===== src/rtl/uart_cmd_tx.sv =====
`default_nettype none
// ============================================================================
//  Module      : uart_cmd_tx
//  Description : Watches the operate, target and game-state command bytes,
//                queues any channel whose byte changed, and sends one queued
//                byte per frame as UART 8N1 (LSB first) on tx.
//                Fixed priority: target > operate > game.
//  Optional    : define UART_PARITY_EN to add an even-parity bit between
//                the last data bit and the stop bit (8E1, 11 bit-times).
//  Ports       : clk                    system clock
//                res                    asynchronous active-low reset
//                data_target_script     target-machine command byte
//                data_operate_script    operate command byte
//                data_game_state_script game-state command byte
//                force_resend           pulse: mark all channels pending
//                tx                     UART serial line, idle high
//                busy                   frame in flight (START..STOP)
//                tx_done                pulse on the last cycle of STOP
//                granted_ch             0 target, 1 operate, 2 game
//                frame_cnt              completed frames, wraps at 256
//  Revision    : 1.0 - initial release
// ============================================================================
module uart_cmd_tx #(
    parameter int BAUD_DIV = 868,
    parameter int CNT_W    = 10
) (
    input  logic       clk,
    input  logic       res,
    input  logic [7:0] data_target_script,
    input  logic [7:0] data_operate_script,
    input  logic [7:0] data_game_state_script,
    input  logic       force_resend,
    output logic       tx,
    output logic       busy,
    output logic       tx_done,
    output logic [1:0] granted_ch,
    output logic [7:0] frame_cnt
);

    localparam logic [CNT_W-1:0] c_baud_last = CNT_W'(BAUD_DIV - 1);
    localparam logic [CNT_W-1:0] c_baud_pre  = CNT_W'(BAUD_DIV - 2);

    typedef enum logic [2:0] {
        ST_IDLE   = 3'd0,
        ST_START  = 3'd1,
        ST_DATA   = 3'd2,
`ifdef UART_PARITY_EN
        ST_PARITY = 3'd3,
`endif
        ST_STOP   = 3'd4
    } state_t;

    state_t           r_state;
    logic [CNT_W-1:0] r_cnt;
    logic [2:0]       r_bit_idx;
    logic [7:0]       r_shift;
    logic [7:0]       r_shadow_tgt;
    logic [7:0]       r_shadow_op;
    logic [7:0]       r_shadow_game;
    logic [2:0]       r_pending;     // [0] target, [1] operate, [2] game
`ifdef UART_PARITY_EN
    logic             r_parity;
`endif

    logic [2:0]       w_changed;
    logic             w_grant;
    logic [1:0]       w_grant_ch;
    logic [7:0]       w_grant_data;

    always_comb begin
        w_changed[0] = (data_target_script     != r_shadow_tgt);
        w_changed[1] = (data_operate_script    != r_shadow_op);
        w_changed[2] = (data_game_state_script != r_shadow_game);
        w_grant      = (r_state == ST_IDLE) && (|r_pending);
        // Priority encoder; the fall-through choice is irrelevant when
        // nothing is pending because w_grant is then low.
        w_grant_ch   = 2'd2;
        w_grant_data = r_shadow_game;
        if (r_pending[0]) begin
            w_grant_ch   = 2'd0;
            w_grant_data = r_shadow_tgt;
        end else if (r_pending[1]) begin
            w_grant_ch   = 2'd1;
            w_grant_data = r_shadow_op;
        end
    end

    // Change capture. Shadows simply follow the inputs (a write of an equal
    // value is a no-op). A new change or a resend request outranks the
    // clear-on-grant, so a byte that changes on its grant cycle stays
    // queued while the frame carries the previous shadow value.
    always_ff @(posedge clk or negedge res) begin
        if (!res) begin
            r_shadow_tgt  <= 8'h00;
            r_shadow_op   <= 8'h00;
            r_shadow_game <= 8'h00;
            r_pending     <= 3'b000;
        end else begin
            r_shadow_tgt  <= data_target_script;
            r_shadow_op   <= data_operate_script;
            r_shadow_game <= data_game_state_script;
            for (int i = 0; i < 3; i++) begin
                if (w_changed[i] || force_resend) begin
                    r_pending[i] <= 1'b1;
                end else if (w_grant && (w_grant_ch == 2'(i))) begin
                    r_pending[i] <= 1'b0;
                end
            end
        end
    end

    // Frame sequencer. tx is registered, so the value assigned on the edge
    // that enters a state is the line level for that whole bit time.
    always_ff @(posedge clk or negedge res) begin
        if (!res) begin
            r_state    <= ST_IDLE;
            r_cnt      <= '0;
            r_bit_idx  <= 3'd0;
            r_shift    <= 8'h00;
            tx         <= 1'b1;
            busy       <= 1'b0;
            tx_done    <= 1'b0;
            granted_ch <= 2'd0;
            frame_cnt  <= 8'h00;
`ifdef UART_PARITY_EN
            r_parity   <= 1'b0;
`endif
        end else begin
            tx_done <= 1'b0;
            case (r_state)
                ST_IDLE: begin
                    tx        <= 1'b1;
                    busy      <= 1'b0;
                    r_cnt     <= '0;
                    r_bit_idx <= 3'd0;
                    if (w_grant) begin
                        r_shift    <= w_grant_data;
                        granted_ch <= w_grant_ch;
`ifdef UART_PARITY_EN
                        r_parity   <= ^w_grant_data;
`endif
                        tx         <= 1'b0;
                        busy       <= 1'b1;
                        r_state    <= ST_START;
                    end
                end
                ST_START: begin
                    if (r_cnt == c_baud_last) begin
                        r_cnt   <= '0;
                        tx      <= r_shift[0];
                        r_state <= ST_DATA;
                    end else begin
                        r_cnt <= r_cnt + CNT_W'(1);
                    end
                end
                ST_DATA: begin
                    if (r_cnt == c_baud_last) begin
                        r_cnt <= '0;
                        if (r_bit_idx == 3'd7) begin
`ifdef UART_PARITY_EN
                            tx      <= r_parity;
                            r_state <= ST_PARITY;
`else
                            tx      <= 1'b1;
                            r_state <= ST_STOP;
`endif
                        end else begin
                            r_bit_idx <= r_bit_idx + 3'd1;
                            tx        <= r_shift[r_bit_idx + 3'd1];
                        end
                    end else begin
                        r_cnt <= r_cnt + CNT_W'(1);
                    end
                end
`ifdef UART_PARITY_EN
                ST_PARITY: begin
                    if (r_cnt == c_baud_last) begin
                        r_cnt   <= '0;
                        tx      <= 1'b1;
                        r_state <= ST_STOP;
                    end else begin
                        r_cnt <= r_cnt + CNT_W'(1);
                    end
                end
`endif
                ST_STOP: begin
                    if (r_cnt == c_baud_last) begin
                        r_cnt   <= '0;
                        busy    <= 1'b0;
                        r_state <= ST_IDLE;
                    end else begin
                        r_cnt <= r_cnt + CNT_W'(1);
                        // Registered one cycle early so the pulse and the
                        // new count coincide with the final STOP cycle.
                        if (r_cnt == c_baud_pre) begin
                            tx_done   <= 1'b1;
                            frame_cnt <= frame_cnt + 8'd1;
                        end
                    end
                end
                default: begin
                    tx      <= 1'b1;
                    busy    <= 1'b0;
                    r_state <= ST_IDLE;
                end
            endcase
        end
    end

endmodule
`default_nettype wire


===== config.mk =====
export PLATFORM = sky130hd
export DESIGN_NAME = uart_cmd_tx
export DESIGN_NICKNAME = d
export VERILOG_FILES = /design/src/rtl/uart_cmd_tx.sv
export SDC_FILE = /design/constraint.sdc
export NUM_CORES = 1
export LEC_CHECK = 0
export ABC_AREA = 1
export BUFFER_PORTS_ARGS = -buffer_cell sky130_fd_sc_hd__buf_2
export CORE_MARGIN = 4
export CORE_UTILIZATION = 44
export DETAILED_ROUTE_END_ITERATION = 10
export GPL_ROUTABILITY_DRIVEN = 0
export PLACE_DENSITY = 0.71
export SLEW_MARGIN = 10
export SYNTH_ARGS = -nofsm -noshare
export SYNTH_HDL_FRONTEND = slang
export SYNTH_SLANG_ARGS = --single-unit

===== constraint.sdc =====
create_clock -name clk -period 1.8 [get_ports clk]
set_input_delay 0.36 -clock clk [delete_from_list [all_inputs] [get_ports clk]]
set_output_delay 0.36 -clock clk [all_outputs]
set_load 0.01 [all_outputs]

==> results.toml <==
[logic_synthesis]
synth_compound_area_share_pct = 11.31
synth-seq-cells = 64
muxShareOfSynthArea_pct = 0
synth-main-ff-cell = "dfrtp_1"
synth-adder-area-share_pct = 1.998
synthArstFlopShare_pct = 100.0
synth_cell_types = 35
synth_edf_count = 0
synthCells = 352
ys_seq_area_share_pct = 51.18
syn_area_mm2 = 0.003132
synth_top_family_by_area = "simple AND/OR/NAND/NOR gates"
syn_nets = 384
syn_avg_cell_area_um2 = 8.897
synthXorXnorAreaFrac_pct = 6.153
synthSimpleGateAreaFrac_pct = 23.85
synth_top_area_cell = "dfrtp_1"
yosys_warnings = 0
yosysTopAreaCellShare_pct = 50.34
yosys-top-cells-area = "dfrtp_1, nand2_1, inv_1, o21ai_0, xor2_1"

[die]
rows = 30
die_y_um = 92.37
start_util_pct = 45.59
coreArea_mm2 = 0.006869
ios = 40
chipWidth_um = 92.37
dieArea_mm2 = 0.008531

[sta]
whs_ps = 3.514
tightest_slew_ps = 452.4
tns_ps = 0
slew_headroom_pct = 69.52
final-setup-viol-count = 0
skew_ps = 14.41
maxSlewViolCount = 0
period_share_pct = 88.63
hold_viol = 0
timing.fmax_mhz = 626.8
min_period_ps = 1595
finalWorstSetupSlack_ps = 204.6
rsz0062_at_grt = "false"

[critical_path]
rr_startpoint = "r_pending[0]"
cp.required_ps = 2020
slowest_stage = "dfrtp_1"
start_kind = "register"
worstSetupPathType = "reg2reg"
worstPathCellList = "inv_2, nand2_1, o21ai_4, inv_2, nor2_1, a41oi_1"
cp-startpoint = "r_pending[0]"
crit_arrival_ps = 1820
path_common_cell = "inv_2"
worst_setup_path_end_kind = "register"
critPathMaxStageDelay_ps = 500
crit_fanout = 18

[final_layout]
n_antenna_cell = 0
layout.nets = 433
mostFrequentLayoutCells = "nand2_1, dfrtp_1, buf_2, inv_1, o21ai_0"
stdcell_area_mm2 = 0.003681
fin_cells = 502
area_growth_pct = 17.54
drive_gt1_share_pct = 19.70
final_common_cell = "nand2_1"
fin_util_pct = 53.59

[power_and_ir_drop]
internal-power_mw = 2.364
pwr_density_cell_mw_per_mm2 = 831.3
p_seq_share_pct = 48.9
sw_frac_of_total_pct = 22.74
power_switching_uw = 695.7
combPwrFrac_pct = 4.9
design_power_total_mw = 3.060
ir_drop_mv = 0.6721
p_clk_share_pct = 46.1
p_leak_nw = 1.797

[global_routing]
grt_pass1_wl_um = 11030
grt_pass1_vias = 2475
grt_overflow_total = 0
grt_start_max_net_pins = 65
grt_antenna_before_repair = 0
grt.total_usage_pct = 16.36

[clocking]
cts_buffer_depth = 2
cts_buffers = 9
cts_tree = "done"
clock-root-buffer = "clkbuf_8"
post_cts_buffers = 0
cts_resized = 0
clock_sinks = 64
clock_latency_ps = 350
clk_pin_slew_ps = 70
cts_max_level = 3
ctsHoldBuffers = 0

[placed_design]
port_buffers = 39
pre_cts_slack_ps = 215.0
hpwlAfterDp_um = 4766
placed_cells = 486
placed_cell_area_mm2 = 0.003452

[job]
max-cap-violations = 0

[route]
vias = 2471
dr.pass1.iters = 6
drc_errors = 0
wire_per_inst_um = 12.66
drtIter0Drc = 86
via_per_inst = 4.922
postRouteAntennaNets = 0
wl_um = 6353

[status]
status = "complete, no violations"

[hold_path]
min_path_type = "in2async"
-- final timing paths --
| check | end | slack (ps) | cells after the start |
|---|---|---|---|
| max | r_shift[2] | 200 | 6 |
| max reg2reg | r_shift[2] | 200 | 6 |
| min reg2reg | busy | 460 | 2 |
| min | r_cnt[6] | 4 | 2 |
| min in group clk | r_shadow_tgt[7] | 120 | 1 |
| max in group asynchronous | tx | 1480 | 2 |
-- power by group through the flow --
stage | Combinational [mW] | Clock, mW | Sequential (mW)
after global placement | 0.151 | 0 | 1.52
after detailed placement | 0.155 | 0 | 1.53
after floorplan | 0.0682 | 0 | 1.52
after CTS | 0.156 | 1.43 | 1.50
final | 0.151 | 1.41 | 1.50
after global routing | 0.176 | 1.50 | 1.50
-- state kept, by name, summed over array words and instances (netlist names), 2 cells and up --
name	cells
r_state	3
r_pending	3
r_shadow_op	8
r_cnt	10
granted_ch	2
r_shadow_game	8
r_bit_idx	3
frame_cnt	8
r_shadow_tgt	8
r_shift	8
-- critical path, delay by kind of cell (launching register included) --
family	cells	cell delay, ps
DFF	1	500
AOI/OAI and AO/OA	2	460
and+or+nand+nor	2	250
buffers and inverters	2	260
-- layout make-up --
cell class                      instances  area (um2)
Sequential cell                        64        1603
Multi-Input combinational cell        244        1356
Tap cell                               96       120.1
Clock buffer                           10       137.6
Inverter                               42       157.7
Clock inverter                          6       91.34
Timing Repair Buffer                   40       215.2
Fill cell                             643        3188
-- per-layer routing --
metal | GRT usage [%] | up-vias | wire, um
li1 | - | 1255 | -
met1 | 19.82 | 1144 | 2808
met2 | 27.73 | 61 | 3098
met4 | 5.941 | 0 | 110
met5 | 0 | - | 0
met3 | 4.630 | 11 | 337
-- cell families after synthesis --
family,Yosys count
compound gates,57
xor+xnor,22
fa+ha+maj,5
buf+inv,44
flops,64
simple gates,160
-- Yosys cell counts, types with 6 or more instances --
master   count
nor3_1       6
o21ai_0     26
nand2_1     92
nor2_1      18
nand4_1      8
a21oi_1     10
xnor2_1     10
nand3_1     17
dfrtp_1     63
inv_1       37
xor2_1      12
No activity file was read; power rests on OpenSTA's default activity.
